--- src/rtl/mem_rmw_responder.sv ---
// mem_rmw_responder
// Memory-side responder for the multicycle CPU. It serves word/halfword/byte
// loads, with lane extraction and sign extension, from a word-only synchronous
// memory. Sub-word stores are done as read-modify-write, so the memory only
// ever sees full-word writes.
// Optional feature macro: MEM_RMW_UNSIGNED_EN adds req_unsigned, which makes
// sub-word loads zero-extend instead of sign-extend.
module mem_rmw_responder #(
  parameter int unsigned MEM_LAT = 1
) (
  input  logic        Clk,
  input  logic        reset,
  input  logic        req_valid,
  input  logic        req_wr,
  input  logic [1:0]  req_size,
  input  logic [31:0] req_addr,
  input  logic [31:0] req_wdata,
`ifdef MEM_RMW_UNSIGNED_EN
  input  logic        req_unsigned,
`endif
  output logic        req_ready,
  output logic        rsp_valid,
  output logic [31:0] rsp_rdata,
  output logic        rsp_err,
  output logic [31:0] mem_addr,
  output logic        mem_wr,
  output logic [31:0] mem_wdata,
  input  logic [31:0] mem_rdata
);

  localparam int unsigned DATA_W = 32;
  localparam int unsigned CNT_W  = 2;

  // Latencies outside the supported 1..3 window are clamped into it.
  localparam int unsigned LAT_C = (MEM_LAT < 1) ? 1 : ((MEM_LAT > 3) ? 3 : MEM_LAT);
  // The counter runs down to zero; the zero cycle is the capture edge.
  localparam logic [CNT_W-1:0] LAT_LAST = CNT_W'(LAT_C - 1);

  localparam logic [1:0] SZ_WORD = 2'b00;
  localparam logic [1:0] SZ_BYTE = 2'b01;
  localparam logic [1:0] SZ_HALF = 2'b10;

  typedef enum logic [1:0] {
    IDLE    = 2'b00,
    RD_WAIT = 2'b01,
    WR      = 2'b10,
    RESP    = 2'b11
  } state_t;

  state_t             state;
  logic [CNT_W-1:0]   cnt;
  logic [1:0]         off_q;
  logic [1:0]         size_q;
  logic               wr_q;
  logic [DATA_W-1:0]  wdata_q;
  logic               uns_q;

  // Misaligned word/halfword or the reserved size code.
  function automatic logic req_err(input logic [1:0] size, input logic [1:0] off);
    logic e;
    e = 1'b0;
    case (size)
      SZ_WORD: e = (off != 2'b00);
      SZ_HALF: e = off[0];
      SZ_BYTE: e = 1'b0;
      default: e = 1'b1;
    endcase
    return e;
  endfunction

  // Replace the addressed lane(s) of the old word; all other bits pass through.
  function automatic logic [DATA_W-1:0] merge_lane(input logic [DATA_W-1:0] word,
                                                   input logic [1:0]        size,
                                                   input logic [1:0]        off,
                                                   input logic [DATA_W-1:0] wdata);
    logic [DATA_W-1:0] m;
    m = word;
    case (size)
      SZ_BYTE: m[{off, 3'b000} +: 8]     = wdata[7:0];
      SZ_HALF: m[{off[1], 4'b0000} +: 16] = wdata[15:0];
      default: m = wdata;
    endcase
    return m;
  endfunction

  // Little-endian lane extraction with sign or zero extension.
  function automatic logic [DATA_W-1:0] load_lane(input logic [DATA_W-1:0] word,
                                                  input logic [1:0]        size,
                                                  input logic [1:0]        off,
                                                  input logic              uns);
    logic [7:0]        b;
    logic [15:0]       h;
    logic [DATA_W-1:0] r;
    b = word[{off, 3'b000} +: 8];
    h = word[{off[1], 4'b0000} +: 16];
    case (size)
      SZ_BYTE: r = uns ? {24'b0, b} : {{24{b[7]}}, b};
      SZ_HALF: r = uns ? {16'b0, h} : {{16{h[15]}}, h};
      default: r = word;
    endcase
    return r;
  endfunction

`ifdef MEM_RMW_UNSIGNED_EN
  // Zero-extension select, latched with the rest of the request.
  always_ff @(posedge Clk or posedge reset) begin
    if (reset) begin
      uns_q <= 1'b0;
    end else if (state == IDLE && req_valid) begin
      uns_q <= req_unsigned;
    end
  end
`else
  assign uns_q = 1'b0;
`endif

  // Request FSM with registered memory-side and CPU-side outputs.
  always_ff @(posedge Clk or posedge reset) begin
    if (reset) begin
      state     <= IDLE;
      cnt       <= '0;
      off_q     <= 2'b00;
      size_q    <= SZ_WORD;
      wr_q      <= 1'b0;
      wdata_q   <= '0;
      req_ready <= 1'b1;
      rsp_valid <= 1'b0;
      rsp_rdata <= '0;
      rsp_err   <= 1'b0;
      mem_addr  <= '0;
      mem_wr    <= 1'b0;
      mem_wdata <= '0;
    end else begin
      case (state)
        IDLE: begin
          if (req_valid) begin
            req_ready <= 1'b0;
            off_q     <= req_addr[1:0];
            size_q    <= req_size;
            wr_q      <= req_wr;
            wdata_q   <= req_wdata;
            mem_addr  <= {req_addr[31:2], 2'b00};
            if (req_err(req_size, req_addr[1:0])) begin
              rsp_valid <= 1'b1;
              rsp_err   <= 1'b1;
              state     <= RESP;
            end else if (req_wr && req_size == SZ_WORD) begin
              mem_wdata <= req_wdata;
              mem_wr    <= 1'b1;
              state     <= WR;
            end else begin
              cnt   <= LAT_LAST;
              state <= RD_WAIT;
            end
          end
        end

        RD_WAIT: begin
          if (cnt != '0) begin
            cnt <= cnt - CNT_W'(1);
          end else if (wr_q) begin
            mem_wdata <= merge_lane(mem_rdata, size_q, off_q, wdata_q);
            mem_wr    <= 1'b1;
            state     <= WR;
          end else begin
            rsp_rdata <= load_lane(mem_rdata, size_q, off_q, uns_q);
            rsp_valid <= 1'b1;
            state     <= RESP;
          end
        end

        WR: begin
          mem_wr    <= 1'b0;
          rsp_valid <= 1'b1;
          rsp_err   <= 1'b0;
          state     <= RESP;
        end

        RESP: begin
          rsp_valid <= 1'b0;
          rsp_err   <= 1'b0;
          req_ready <= 1'b1;
          state     <= IDLE;
        end

        default: begin
          mem_wr    <= 1'b0;
          rsp_valid <= 1'b0;
          rsp_err   <= 1'b0;
          req_ready <= 1'b1;
          state     <= IDLE;
        end
      endcase
    end
  end

endmodule

--- config.mk ---
export PLATFORM = sky130hd
export DESIGN_NAME = mem_rmw_responder
export DESIGN_NICKNAME = d
export VERILOG_FILES = /design/src/rtl/mem_rmw_responder.sv
export SDC_FILE = /design/constraint.sdc
export NUM_CORES = 1
export LEC_CHECK = 0
export ABC_AREA = 1
export ABC_CLOCK_PERIOD_IN_PS = 11800
export CORE_MARGIN = 2
export CORE_UTILIZATION = 54
export DETAILED_ROUTE_END_ITERATION = 8
export GPL_ROUTABILITY_DRIVEN = 0
export PLACE_DENSITY = 0.86
export SYNTH_ARGS = -nofsm -noshare
export SYNTH_HDL_FRONTEND = slang
export SYNTH_SLANG_ARGS = --single-unit
--- constraint.sdc ---
create_clock -name Clk -period 11.8 [get_ports Clk]
set_input_delay 2.36 -clock Clk [delete_from_list [all_inputs] [get_ports Clk]]
set_output_delay 2.36 -clock Clk [all_outputs]
set_load 0.02 [all_outputs]
==> results of run 1 <==
[worst min-delay path, cell delays in order (launching register included)]
cell     delay (ns)
dfrtp_1        0.34
nand2_1        0.06
nand2_1        0.05
[layer usage]
layer / up-vias / part of all wire [%] / track usage (%)
li1: 3879 / - / -
met1: 3816 / 40 / 40.5
met2: 477 / 46 / 50.0
met3: 78 / 9.6 / 8.39
met4: 0 / 3.8 / 14.0
met5: - / 0 / 0
[registers in the layout, summed over array words and instances (netlist names)]
name and flops:
size_q 2, req_ready 1, cnt 2, rsp_valid 1, rsp_rdata 32, rsp_err 1, mem_wr 1, mem_addr 30
mem_wdata 32, wr_q 1, wdata_q 32, off_q 2, state 2
[final timing paths]
| check | to | cells past startpoint | slack (ns) | startpoint |
|---|---|---|---|---|
| worst max-delay path | off_q[0] | 4 | 7.74 | req_valid |
| worst min-delay path | rsp_rdata[1] | 2 | 0.48 | rsp_rdata[1] |
| worst max register to register | rsp_valid | 7 | 8.39 | state[1] |
| worst min register to register | rsp_rdata[1] | 2 | 0.48 | rsp_rdata[1] |
| max in group asynchronous | mem_wdata[28] | 3 | 8.08 | reset |
| min in group asynchronous | mem_wdata[3] | 2 | 2.43 | reset |
[power by group]
group	internal, mW	total [mW]	switching [mW]
clock	0.343	0.563	0.220
sequential	0.710	0.870	0.160
combinational	0.674	1.79	1.11
total	1.73	3.22	1.49
[per-stage QoR]
step / power, mW / setup WS [ns]
6_report: 3.22 / 7.74
5_1_grt: 3.45 / 7.50
4_1_cts: 3.21 / 7.77
3_5_place_dp: 2.62 / 7.29
3_3_place_gp: 2.57 / 7.41
2_1_floorplan: 2.02 / 5.72
[layout by cell type (no fill, tap or decap), drive strengths merged]
cell type and n:
nor2 121, dfrtp 138, a22o 1, inv 100
clkinvlp 2, clkbuf 18, conb 2, dfstp 1
clkdlybuf4s50 199, o211ai 18, or2 8, bufinv 3
a21oi 77, o21ai 73, nand4 2, clkinv 6
a22oi 12, nand2 432, buf 6, nand3b 3
nand3 71, ha 12
[final cells by class]
cell class	instances	area, sq um	area share, %
timing repair buffer	205	2040	19.3
inverter	97	377	3.58
clock inverter	14	183	1.73
sequential	139	3480	33.0
tap	184	230	2.19
multi-input combinational	832	3780	35.9
clock buffer	18	439	4.17
[cells by family (layout without fill, tap and decap cells)]
group           count (synthesis)  in the layout  share of synthesized area [%]
fa+ha+maj                      12             12                           1.88
flops                         139            139                           43.7
simple gates                  637            637                           32.5
other cells                     1              2                         0.0471
buf+inv                       160            334                           8.89
compound gates                181            181                           13.0
==> results.cfg, run 1 <==
[finish]
fillers = 1156
nets = 1406
drive_above_1_share_pct = 6.74
final_cells = 1489
design_area_sq_um = 10500
fin_util_pct = 72.7
n_antenna_cell = 0
syn2layout_area_growth_pct = 32.2

[placement]
dp_cells = 1457
portBuffers = 199
place_area_sq_um = 9910
dp_hpwl_mm = 16.3

[timing]
fin_setup_tns_ns = 0
fmax_ghz = 0.246
worst_pin_slew_ns = 1.25
slew_headroom_pct = 16.2
post-route-period-util_pct = 34.4
finalHoldViolCount = 0
setup_viol = 0
slew_viol_final = 0
clock_skew_ns = 0.00738
timing.hold.ws_ns = 0.477
rsz0062_at_grt = false
min_period_ns = 4.06

[flow_run]
maxCapViolations = 0

[pwr]
power.density_nw_per_um2 = 306
ir_worst_vdd_uv = 291
p_leak_nw = 5.20

[global_routing]
grt_pass1_wl_mm = 39.8
grt-ovfl-total = 0
grt.total_usage_pct = 31.4
grt_max_degree = 93
first_global_vias = 7896
antenna_found_initial = 0

[floorplanning]
io_pins = 202
initial_utilization_pct = 55.0
fp.coreArea_sq_um = 14500
dieArea_sq_um = 15700
num_rows = 44
die_y_um = 125
die_x_um = 125

[synth]
synth-async-reset-ratio_pct = 100
synth_edf_count = 0
synth-seq-cells = 139
ys_seq_area_share_pct = 43.7
postSynthAreaPerCell_sq_um = 7.05
yosysWarnings = 0
synth.most_common_cell = nand2_1
synth_cells = 1130
synthTopCellsByCount = nand2_1 (421), dfrtp_1 (138), nor2_1 (118)
synth_top_cell_by_area = dfrtp_1
synth_top_area_share_pct = 43.3
synth.area.top_cells = dfrtp_1 (43%), nand2_1 (20%), nor2_1 (5.6%)
synth_cell_types = 32
ys.flop_type = dfrtp_1
netlist_area_sq_um = 7970

[route]
routed_wl_mm = 24.4
wl_per_cell_um = 16.4
vias_per_cell = 5.54
drcViolationCount = 0
firstDrtPassIters = 5
drtIter0Drc = 1049
dr_total_vias = 8250
ant_nets = 0

[clock_network]
cts-root-buf = clkbuf_16
cts_tree = yes
cts.path.max_buffers = 2
cts.sinks = 139
hold_buffers = 0
post-cts-setup-buffers = 0
numCtsBuffers = 17
insertion_delay_ns = 0.42
cts_resized = 0
htreeDepth = 4
clk_pin_slew_ns = 0.06

[setup_path]
crit_family = buffers and inverters
crit_type = input port to flip-flop
end_kind = flip-flop
cp_max_fo = 44
path_buf_inv = 2
critPathLaunchType = input port
cp_slowest_cell = clkinv_1
critPathArrivalTime_ns = 4.37
required_ns = 12.10
crit_chain = clkdlybuf4s50_1 -> nand2_2 -> clkinv_1 -> o21ai_0
max_stage_delay_ns = 0.96

[min_path]
hold_path_class = flip-flop to flip-flop

[outcome]
outcome = finished, final reports clean
(Power assumes the default switching activity.)
==> run 2, diff against run 1 <==
--- a/config.mk
+++ b/config.mk
@@ -6,12 +6,12 @@
 export NUM_CORES = 1
 export LEC_CHECK = 0
 export ABC_AREA = 1
-export ABC_CLOCK_PERIOD_IN_PS = 11800
+export ABC_CLOCK_PERIOD_IN_PS = 3800
 export CORE_MARGIN = 2
-export CORE_UTILIZATION = 54
+export CORE_UTILIZATION = 50
 export DETAILED_ROUTE_END_ITERATION = 8
 export GPL_ROUTABILITY_DRIVEN = 0
-export PLACE_DENSITY = 0.86
+export PLACE_DENSITY = 0.8
 export SYNTH_ARGS = -nofsm -noshare
 export SYNTH_HDL_FRONTEND = slang
 export SYNTH_SLANG_ARGS = --single-unit
==> constraint.sdc (replaced) <==
create_clock -name Clk -period 3.8 [get_ports Clk]
set_input_delay 0.76 -clock Clk [delete_from_list [all_inputs] [get_ports Clk]]
set_output_delay 0.76 -clock Clk [all_outputs]
set_load 0.02 [all_outputs]
==> run 2 against run 1 <==
Worst setup slack got worse by 6.6 ns; largest cell class unchanged; first-iteration DRC count decreased by 24%; sequential cell count unchanged; via count is 3.0% lower.
==> results.cfg, run 2 (synthesis gave the netlist of run 1 again) <==
[timing]
fmax_ghz = 0.382
worst_pin_slew_ns = 0.952
timing.hold.ws_ns = 0.478
setup_viol = 0
rsz0062_at_grt = false
slew_viol_final = 0
fin_setup_tns_ns = 0
finalHoldViolCount = 0
min_period_ns = 2.62
slew_headroom_pct = 36.5
setup_ws_ns = 1.18
clock_skew_ns = 0.00800
post-route-period-util_pct = 68.9

[route]
firstDrtPassIters = 5
drtIter0Drc = 793
dr_total_vias = 8003
vias_per_cell = 5.24
wl_per_cell_um = 15.7
drcViolationCount = 0
routed_wl_mm = 24.0
ant_nets = 0

[global_routing]
grt-ovfl-total = 0
antenna_found_initial = 0
grt_max_degree = 93
grt.total_usage_pct = 29.0
grt_pass1_wl_mm = 38.2
first_global_vias = 7524

[finish]
fin_util_pct = 67.6
reg_top3 = mem_wdata (32), rsp_rdata (32), wdata_q (32)
drive_above_1_share_pct = 7.16
syn2layout_area_growth_pct = 33.2
layout_commonest_cell = nand2_1
design_area_sq_um = 10600
n_antenna_cell = 0
nets = 1413
layout_common_cells = nand2_1 (420), clkdlybuf4s50_1 (199), dfrtp_1 (138)
fillers = 1348

[placement]
place_area_sq_um = 10000
portBuffers = 199
dp_hpwl_mm = 16.8
post-place-ws_ns = 1.15

[pwr]
clkPwrFrac_pct = 17.3
p_comb_share_pct = 55.1
switching_share_pct = 45.9
p_leak_nw = 5.22
seqPwrFrac_pct = 27.6
power.density_nw_per_um2 = 936
power.internal_mw = 5.37
switchingPower_mw = 4.56
ir_worst_vdd_uv = 509

[clock_network]
hold_buffers = 0
post-cts-setup-buffers = 0
htreeDepth = 4
cts.path.max_buffers = 2
cts.sinks = 139
cts_resized = 0
insertion_delay_ns = 0.43
cts_tree = yes
numCtsBuffers = 17
clk_pin_slew_ns = 0.06
cts-root-buf = clkbuf_16

[floorplanning]
die_y_um = 130
num_rows = 46
die_x_um = 130
io_pins = 202
fp.coreArea_sq_um = 15700
initial_utilization_pct = 50.7
dieArea_sq_um = 17000

[min_path]
min_path_cells = 2
hold_path_class = flip-flop to flip-flop

[setup_path]
required_ns = 4.11
rr_worst_depth = 9
critPathArrivalTime_ns = 2.93
cp_max_fo = 61
critPathLaunchType = flip-flop
end_kind = flip-flop
crit_type = flip-flop to flip-flop

[flow_run]
maxCapViolations = 0

[outcome]
outcome = finished, final reports clean
-- run 2: changes by cell type in the layout (fill, tap and decap cells not counted) --
cell	previous run	this run
buf_12	0	1
inv_8	1	0
clkinv_2	1	5
clkinv_4	2	1
buf_4	6	12
clkbuf_8	1	2
clkinvlp_4	2	4
clkbuf_1	0	1
inv_6	7	1
-- run 2: worst paths after layout --
check                             startpoint            end  slack, ns
worst max-delay path               size_q[0]  mem_wdata[31]       1.18
worst min-delay path            rsp_rdata[0]   rsp_rdata[0]       0.48
worst max register to register     size_q[0]  mem_wdata[31]       1.18
worst min register to register  rsp_rdata[0]   rsp_rdata[0]       0.48
max in group asynchronous              reset    wdata_q[13]       2.22
min in group asynchronous              reset    wdata_q[22]       0.73
-- run 2: layer usage --
metal,share of wire [%],global-route usage (%)
met1,41,37.2
met2,46,45.5
met3,10,9.23
met4,3.1,12.3
met5,0,0
-- run 2: power by group through the flow --
stage / combinational [mW] / sequential (mW) / clock, mW
global placement: 5.30 / 2.74 / 0
detailed placement: 5.41 / 2.74 / 0
global route: 6.04 / 2.82 / 1.80
finish: 5.48 / 2.75 / 1.71
floorplan: 3.08 / 3.21 / 0
CTS: 5.45 / 2.74 / 1.72
-- run 2: area by class of cell --
type	count	area, sq um	share of cell area [%]
clock inverters	12	146	1.38
well taps	216	270	2.55
flip-flops and latches	139	3480	32.8
multi-input cells	832	3780	35.7
clock buffers	20	457	4.30
inverters	97	375	3.54
repair buffers	212	2100	19.8
-- run 2: critical path, stage by stage, from the launching register on --
cell	delay [ns]
dfrtp_1	0.40
inv_1	0.06
ha_1	0.30
buf_4	0.24
inv_2	0.72
o21ai_0	0.35
a21oi_1	0.21
nand2_1	0.09
nand2_1	0.06
a21oi_1	0.06
-- run 2: stage by stage --
stage,cells,power [mW]
6_report,1528,9.94
5_1_grt,1528,10.7
4_1_cts,1528,9.91
3_5_place_dp,1496,8.16
3_3_place_gp,1496,8.05
2_1_floorplan,1131,6.29
